`src/rtl/receiver_datapath.sv`:
```
// UART RX datapath: line synchroniser, baud/bit counters and LSB-first deserialiser driven by the
// one-hot state flags of the receiver control FSM. Optional framing-error counter under RX_ERROR_COUNT_EN.
module receiver_datapath #(
    parameter int CLKS_PER_BIT = 16,
    parameter int DATA_BITS    = 8
) (
    input  logic                 i_clock,
    input  logic                 i_resetL,
    input  logic                 i_RX_async,
    input  logic                 i_state_is_START,
    input  logic                 i_state_is_DATA,
    input  logic                 i_state_is_STOP,
    output logic                 o_RX,
    output logic                 o_equal,
    output logic                 o_equal_MSB,
    output logic [DATA_BITS-1:0] o_data,
    output logic                 o_data_valid,
    output logic                 o_framing_error
`ifdef RX_ERROR_COUNT_EN
    ,
    output logic [7:0]           o_error_count
`endif
);

    localparam int CW = $clog2(CLKS_PER_BIT);
    localparam int BW = $clog2(DATA_BITS + 1);
    localparam logic [CW-1:0] TERM_START = CW'(CLKS_PER_BIT / 2 - 1);
    localparam logic [CW-1:0] TERM_BIT   = CW'(CLKS_PER_BIT - 1);
    localparam logic [BW-1:0] LAST_BIT   = BW'(DATA_BITS - 1);

    typedef enum logic [1:0] {ST_IDLE, ST_START, ST_DATA, ST_STOP} state_t;

    state_t                 state;
    logic                   rx_meta;
    logic [CW-1:0]          cnt;
    logic [CW-1:0]          terminal;
    logic [BW-1:0]          bidx;
    logic [DATA_BITS-1:0]   sr;

    // Illegal multi-hot flags resolve by priority STOP > DATA > START.
    always_comb begin
        state = ST_IDLE;
        if (i_state_is_STOP)       state = ST_STOP;
        else if (i_state_is_DATA)  state = ST_DATA;
        else if (i_state_is_START) state = ST_START;
    end

    // NOTE: o_equal is decoded only from registered cnt and the FSM flags, so it is a clean
    // one-cycle pulse; every state element below uses non-blocking assignments.
    always_comb begin
        terminal    = (state == ST_START) ? TERM_START : TERM_BIT;
        o_equal     = (state != ST_IDLE) && (cnt == terminal);
        o_equal_MSB = (state == ST_DATA) && (bidx == LAST_BIT);
    end

    // Synchroniser resets to the idle-high line level so no false start bit appears.
    always_ff @(posedge i_clock or negedge i_resetL) begin
        if (!i_resetL) begin
            rx_meta <= 1'b1;
            o_RX    <= 1'b1;
        end else begin
            rx_meta <= i_RX_async;
            o_RX    <= rx_meta;
        end
    end

    always_ff @(posedge i_clock or negedge i_resetL) begin
        if (!i_resetL) begin
            cnt <= '0;
        end else if (state == ST_IDLE || o_equal) begin
            cnt <= '0;
        end else begin
            cnt <= cnt + CW'(1);
        end
    end

    always_ff @(posedge i_clock or negedge i_resetL) begin
        if (!i_resetL) begin
            bidx <= '0;
            sr   <= '0;
        end else if (state != ST_DATA) begin
            bidx <= '0;
        end else if (o_equal) begin
            bidx <= bidx + BW'(1);
            sr   <= {o_RX, sr[DATA_BITS-1:1]};
        end
    end

    always_ff @(posedge i_clock or negedge i_resetL) begin
        if (!i_resetL) begin
            o_data          <= '0;
            o_data_valid    <= 1'b0;
            o_framing_error <= 1'b0;
        end else begin
            o_data_valid    <= (state == ST_STOP) && o_equal && o_RX;
            o_framing_error <= (state == ST_STOP) && o_equal && !o_RX;
            if ((state == ST_STOP) && o_equal && o_RX) begin
                o_data <= sr;
            end
        end
    end

`ifdef RX_ERROR_COUNT_EN
    always_ff @(posedge i_clock or negedge i_resetL) begin
        if (!i_resetL) begin
            o_error_count <= '0;
        end else if (o_framing_error && (o_error_count != 8'hFF)) begin
            o_error_count <= o_error_count + 8'd1;
        end
    end
`endif

endmodule

```
`config.mk`:
```
export PLATFORM = sky130hd
export DESIGN_NAME = receiver_datapath
export DESIGN_NICKNAME = d
export VERILOG_FILES = /design/src/rtl/receiver_datapath.sv
export SDC_FILE = /design/constraint.sdc
export NUM_CORES = 1
export LEC_CHECK = 0
export CAP_MARGIN = 10
export CORE_MARGIN = 1.5
export CORE_UTILIZATION = 45
export CTS_CLUSTER_SIZE = 10
export DETAILED_ROUTE_END_ITERATION = 8
export PLACE_DENSITY = 0.74
export RECOVER_POWER = 50
export SETUP_SLACK_MARGIN = 0.1
export SLEW_MARGIN = 20
export SYNTH_ARGS = -nofsm -noshare
export SYNTH_HDL_FRONTEND = slang
export SYNTH_SLANG_ARGS = --single-unit
```
`constraint.sdc`:
```
create_clock -name i_clock -period 1.6 [get_ports i_clock]
set_input_delay 0.4 -clock i_clock [delete_from_list [all_inputs] [get_ports i_clock]]
set_output_delay 0.4 -clock i_clock [all_outputs]
set_load 0.02 [all_outputs]
```
; Word-level counts from Yosys, hierarchy flattened
; Index checks and enable logic that the tools add are counted.
[totals]
regBits = 28
latchBits = 0
mem_bits_rw = 0
mem_bits_ro = 0
in_bits = 6
output_inout_bits = 13
word_cells = 35
memories = 0
[op_classes]
addsub = 2
mul = 0
div = 0
n_lt_le_gt_ge = 0
eq_ne = 6
shift = 0
n_mux = 7
bitwise = 1
n_reduce_logical = 11
[op_table]
columns = cell, count
row1 = $mux W4, 4
row2 = $add A4 B1 Y4 const B, 2
row3 = $logic_and A1 B1 Y1, 5
row4 = $eq A2 B2 Y1 const B, 2
row5 = $eq A4 B3 Y1 const B, 1
row6 = $eq A4 B4 Y1, 1
row7 = $mux W2, 2
row8 = $reduce_bool A2 Y1, 2
row9 = $eq A2 B1 Y1 const B, 1
row10 = $logic_not A2 Y1, 1
row11 = $ne A2 B2 Y1 const B, 1
row12 = $reduce_and A2 Y1, 1
row13 = $logic_not A1 Y1, 1
row14 = $logic_or A1 B1 Y1, 1
row15 = $mux W1, 1
row16 = $not A1 Y1, 1

; Longest topological paths before layout
[logic_depth]
ltp_word = 9
ltp_mapped = 5
depth_no_buf = 4

; Worst setup path after synthesis
; Ideal clock, no wire load.
[synth_path]
kind = input -> output
from = in i_state_is_STOP
to = out o_equal
t_arrival_ps = 1294
required_time_ps = 1200
setup_slack_ps = -94
cell_stages = 4
path_buffers = 1
path_cell_list = buf_2 nor4b_2 nor2_1 nor2_1
[synth_via]
elab_chain_cells = 5
elab_cells_between_ends = 6
classes_between = eq/ne (2) / mux (2) / reduce/logical (2)
[synth_rtl]
columns = element, line_no
row1 = "start, declared", 12  ; input logic i_state_is_STOP,
row2 = $mux W2 *, 43  ; if (i_state_is_STOP) state = ST_STOP;
row3 = $eq A2 B1 Y1, 51  ; terminal = (state == ST_START) ? TERM_START : TERM_BIT;
row4 = $mux W4, 51
row5 = $eq A4 B4 Y1, 52  ; o_equal = (state != ST_IDLE) && (cnt == terminal);
row6 = $logic_and A1 B1 Y1 *, 52
row7 = "end, declared", 14  ; output logic o_equal,
; Mark *: on every way between the ends. The rest lies on a longest branch, timed or not.

; Final worst setup path
[layout_path]
from = reg cnt[3]
to = out o_equal
[layout_via]
elab_chain_cells = 2
[layout_rtl]
columns = element, line_no
row1 = "start, declared", 35  ; logic [CW-1:0] cnt;
row2 = "start signal, assigned", 73  ; cnt <= cnt + CW'(1);
row3 = $eq A4 B4 Y1, 52
row4 = $logic_and A1 B1 Y1, 52
; No other way between the ends.

==> results.json <==
{
  "outcome": "complete, but fails checks",
  "violations": "setup timing",
  "cp-start-kind": "flip-flop",
  "drive_above_1_share_pct": 46.76,
  "die-area_sq_mm": 0.003085,
  "pwr-share-clk_pct": 24.2,
  "setup_viol": 2,
  "grt-ovfl-total": 0,
  "crit_top_cell": "nor2_4",
  "worst_slack_ns": -0.1617,
  "synth-edff-count": 0,
  "grt_pass1_vias": 954,
  "grtUsageTotal_pct": 19.30,
  "crit_arrival_ns": 1.36,
  "diodes": 0,
  "htree_levels": 1,
  "cts_hold_buffers": 0,
  "tritoncts": "yes",
  "p_per_area_mw_per_mm2": 1060,
  "synthCells": 90,
  "ios": 19,
  "clkTransAtPathRegs_ns": 0.15,
  "clockRootBuffer": "clkbuf_4",
  "multi_input_area_sq_um": 625.6,
  "grt_max_degree": 17,
  "crit_family": "flip-flops",
  "antenna_found_initial": 0,
  "peakVddDrop_uv": 975.0,
  "initial_core_util_pct": 48.82,
  "yosys_warnings": 0,
  "final_hold_viol_count": 0,
  "numCtsBuffers": 3,
  "vias": 900,
  "vias_per_cell": 5.325,
  "synth.cell_area_sq_mm": 0.001242,
  "synth-async-reset-ratio_pct": 100.0,
  "p_comb_share_pct": 33.1,
  "clk_latency_ns": 0.33,
  "place_area_sq_mm": 0.001620,
  "internal_power_uw": 1357,
  "crit_required_ns": 1.20,
  "finClkSkew_ns": 0.003129,
  "hold_slack_ns": 0.3466,
  "grt_pass1_wl_mm": 4.623,
  "p_leak_uw": 0.0009086,
  "rsz0062_at_grt": "yes",
  "clk_path_buf_depth": 2,
  "numPortBuffers": 18,
  "fillers": 170,
  "max_freq_mhz": 567.6,
  "place_congestion": 0.8435,
  "nNetsFinal": 148,
  "maxSlewViolCount": 0,
  "synthFlopType": "dfrtp_1",
  "core.rowCount": 18,
  "first_iter_violations": 21,
  "drt.antenna.violating_nets": 0,
  "die_height_um": 55.55,
  "seq_power_share_pct": 42.7,
  "period_needed_ns": 1.762,
  "drc": 0,
  "switching_share_pct": 29.43,
  "seq_area_sq_um": 703.2,
  "worstPathMaxFanout": 2,
  "final_cell_area_sq_mm": 0.001814,
  "slowest_stage": "dfrtp_1",
  "wl_per_cell_um": 15.60,
  "slew-limit-headroom_pct": 53.89,
  "core_region_area_sq_mm": 0.002545,
  "netSwitchingPower_uw": 566.2,
  "drtPass1Iterations": 4,
  "path_class": "flip-flop to primary output",
  "final.period_utilization_pct": 110.1,
  "wirelength_mm": 2.637,
  "pre_cts_slack_ns": -0.8436,
  "areaGrowthSynthToFinish_pct": 46.02,
  "cp_cell_sequence": "buf_4 > o21a_4 > nor2_4 > nor2_4 > buf_6",
  "hold_class": "input port to async pin",
  "max_cap_viol_count": 0,
  "worstMarginPinSlew_ns": 0.6916,
  "die_w_um": 55.55,
  "endpoint_kind": "primary output",
  "ys_seq_elements": 28,
  "yosysSeqAreaShare_pct": 56.60,
  "max_stage_delay_ns": 0.44,
  "cts.sinks": 28,
  "synth_cell_types": 32,
  "path_buf_inv": 2,
  "avgSynthCellArea_sq_um": 13.80,
  "syn-num-nets": 98,
  "hpwlAfterDp_mm": 1.711
}
==> flip-flops by register name, indices dropped and copies added, names as in the netlist <==
register         count
o_framing_error      1
o_data               8
o_data_valid         1
sr                   8
cnt                  4
bidx                 4
rx_meta              1
o_RX                 1
==> logic make-up (layout without fill, tap and decap cells) <==
| family | after synthesis | in the layout | share of synthesized area, % |
|---|---|---|---|
| buffers and inverters | 5 | 53 | 2.215 |
| XOR/XNOR | 1 | 1 | 0.7051 |
| AO/OA/AOI/OAI | 8 | 8 | 5.035 |
| flip-flops | 28 | 28 | 56.60 |
| multiplexers | 18 | 18 | 18.53 |
| adder cells (fa/ha/maj) | 2 | 2 | 2.014 |
| AND/OR/NAND/NOR | 28 | 29 | 14.91 |
==> stage by stage <==
stage	cells	setup TNS (ns)	power, uW	utilization, %
CTS	166	-0.2549	1866	68.63
floorplan	90	0	1071	-
global placement	157	-9.009	1281	63.67
detailed placement	157	-9.594	1299	63.67
finish	169	-0.2126	1924	71.29
global route	169	-0.5122	2021	71.29
==> what timing repair did <==
| action | 4_1_cts | 5_1_grt |
|---|---|---|
| cloned | 1 | 0 |
| pin swaps | 7 | 5 |
| buffers inserted | 4 | 5 |
| gates resized for setup | 43 | 15 |
| setup endpoints to repair | 30 | 22 |
==> cell usage in the layout (no fill, tap or decap), types with 2 or more instances in the layout <==
cell type	n
nand2b_1	3
o211ai_1	2
buf_4	23
nand4_4	2
nand3_1	2
buf_6	5
inv_2	2
o31ai_4	2
ha_2	2
mux2_1	3
dfrtp_1	26
nor2_4	2
mux2_4	13
dlygate4sd2_1	7
clkbuf_1	2
nor2_1	3
mux2i_1	2
clkdlybuf4s15_1	5
dlygate4sd3_1	2
nor3_1	4
clkbuf_4	3
dfstp_2	2
nand2_1	4
==> routing by layer <==
layer / global-route usage, % / wire length, um / up-vias
met2: 29.93 / 1279 / 14
met3: 2.342 / 59 / 5
li1: - / - / 429
met1: 27.30 / 1254 / 452
met4: 8.362 / 44 / 0
met5: 0 / 0 / -
==> power groups by stage <==
stage	clock network (uW)	registers (uW)	logic (uW)
6_report	465	822	637
5_1_grt	504	831	685
4_1_cts	475	821	569
3_5_place_dp	0	837	461
3_3_place_gp	0	834	447
2_1_floorplan	0	857	214
==> layout make-up <==
| class | instances | share of cell area, % |
|---|---|---|
| repair buffers | 46 | 21.17 |
| well taps | 30 | 2.069 |
| clock buffers | 3 | 1.241 |
| flip-flops and latches | 28 | 38.76 |
| clock inverters | 1 | 1.655 |
| inverters | 3 | 0.6207 |
| multi-input cells | 58 | 34.48 |
==> cells in the mapped netlist, types with 3 or more instances <==
library cell,n,share of area [%]
dfrtp_1,26,52
mux2_4,8,9.7
mux2_1,7,6.3
nor2_1,5,1.5
nand2_1,4,1.2
nor3_1,4,1.6
nand2b_1,3,1.5
==> final timing paths <==
check,from,end,slack (ns),cells after the start
min in group i_clock,rx_meta$_DFF_PN1_,o_RX$_DFF_PN1_,0.37,0
max,cnt[3]$_DFF_PN0_,o_equal,-0.16,5
min reg2reg,rx_meta$_DFF_PN1_,o_RX$_DFF_PN1_,0.37,0
min,i_resetL,o_data[6]$_DFFE_PN0P_,0.35,1
max reg2reg,cnt[3]$_DFF_PN0_,sr[5]$_DFFE_PN0P_,0.04,5
max in group asynchronous,i_resetL,cnt[2]$_DFF_PN0_,0.36,2
(Power assumes the default switching activity.)
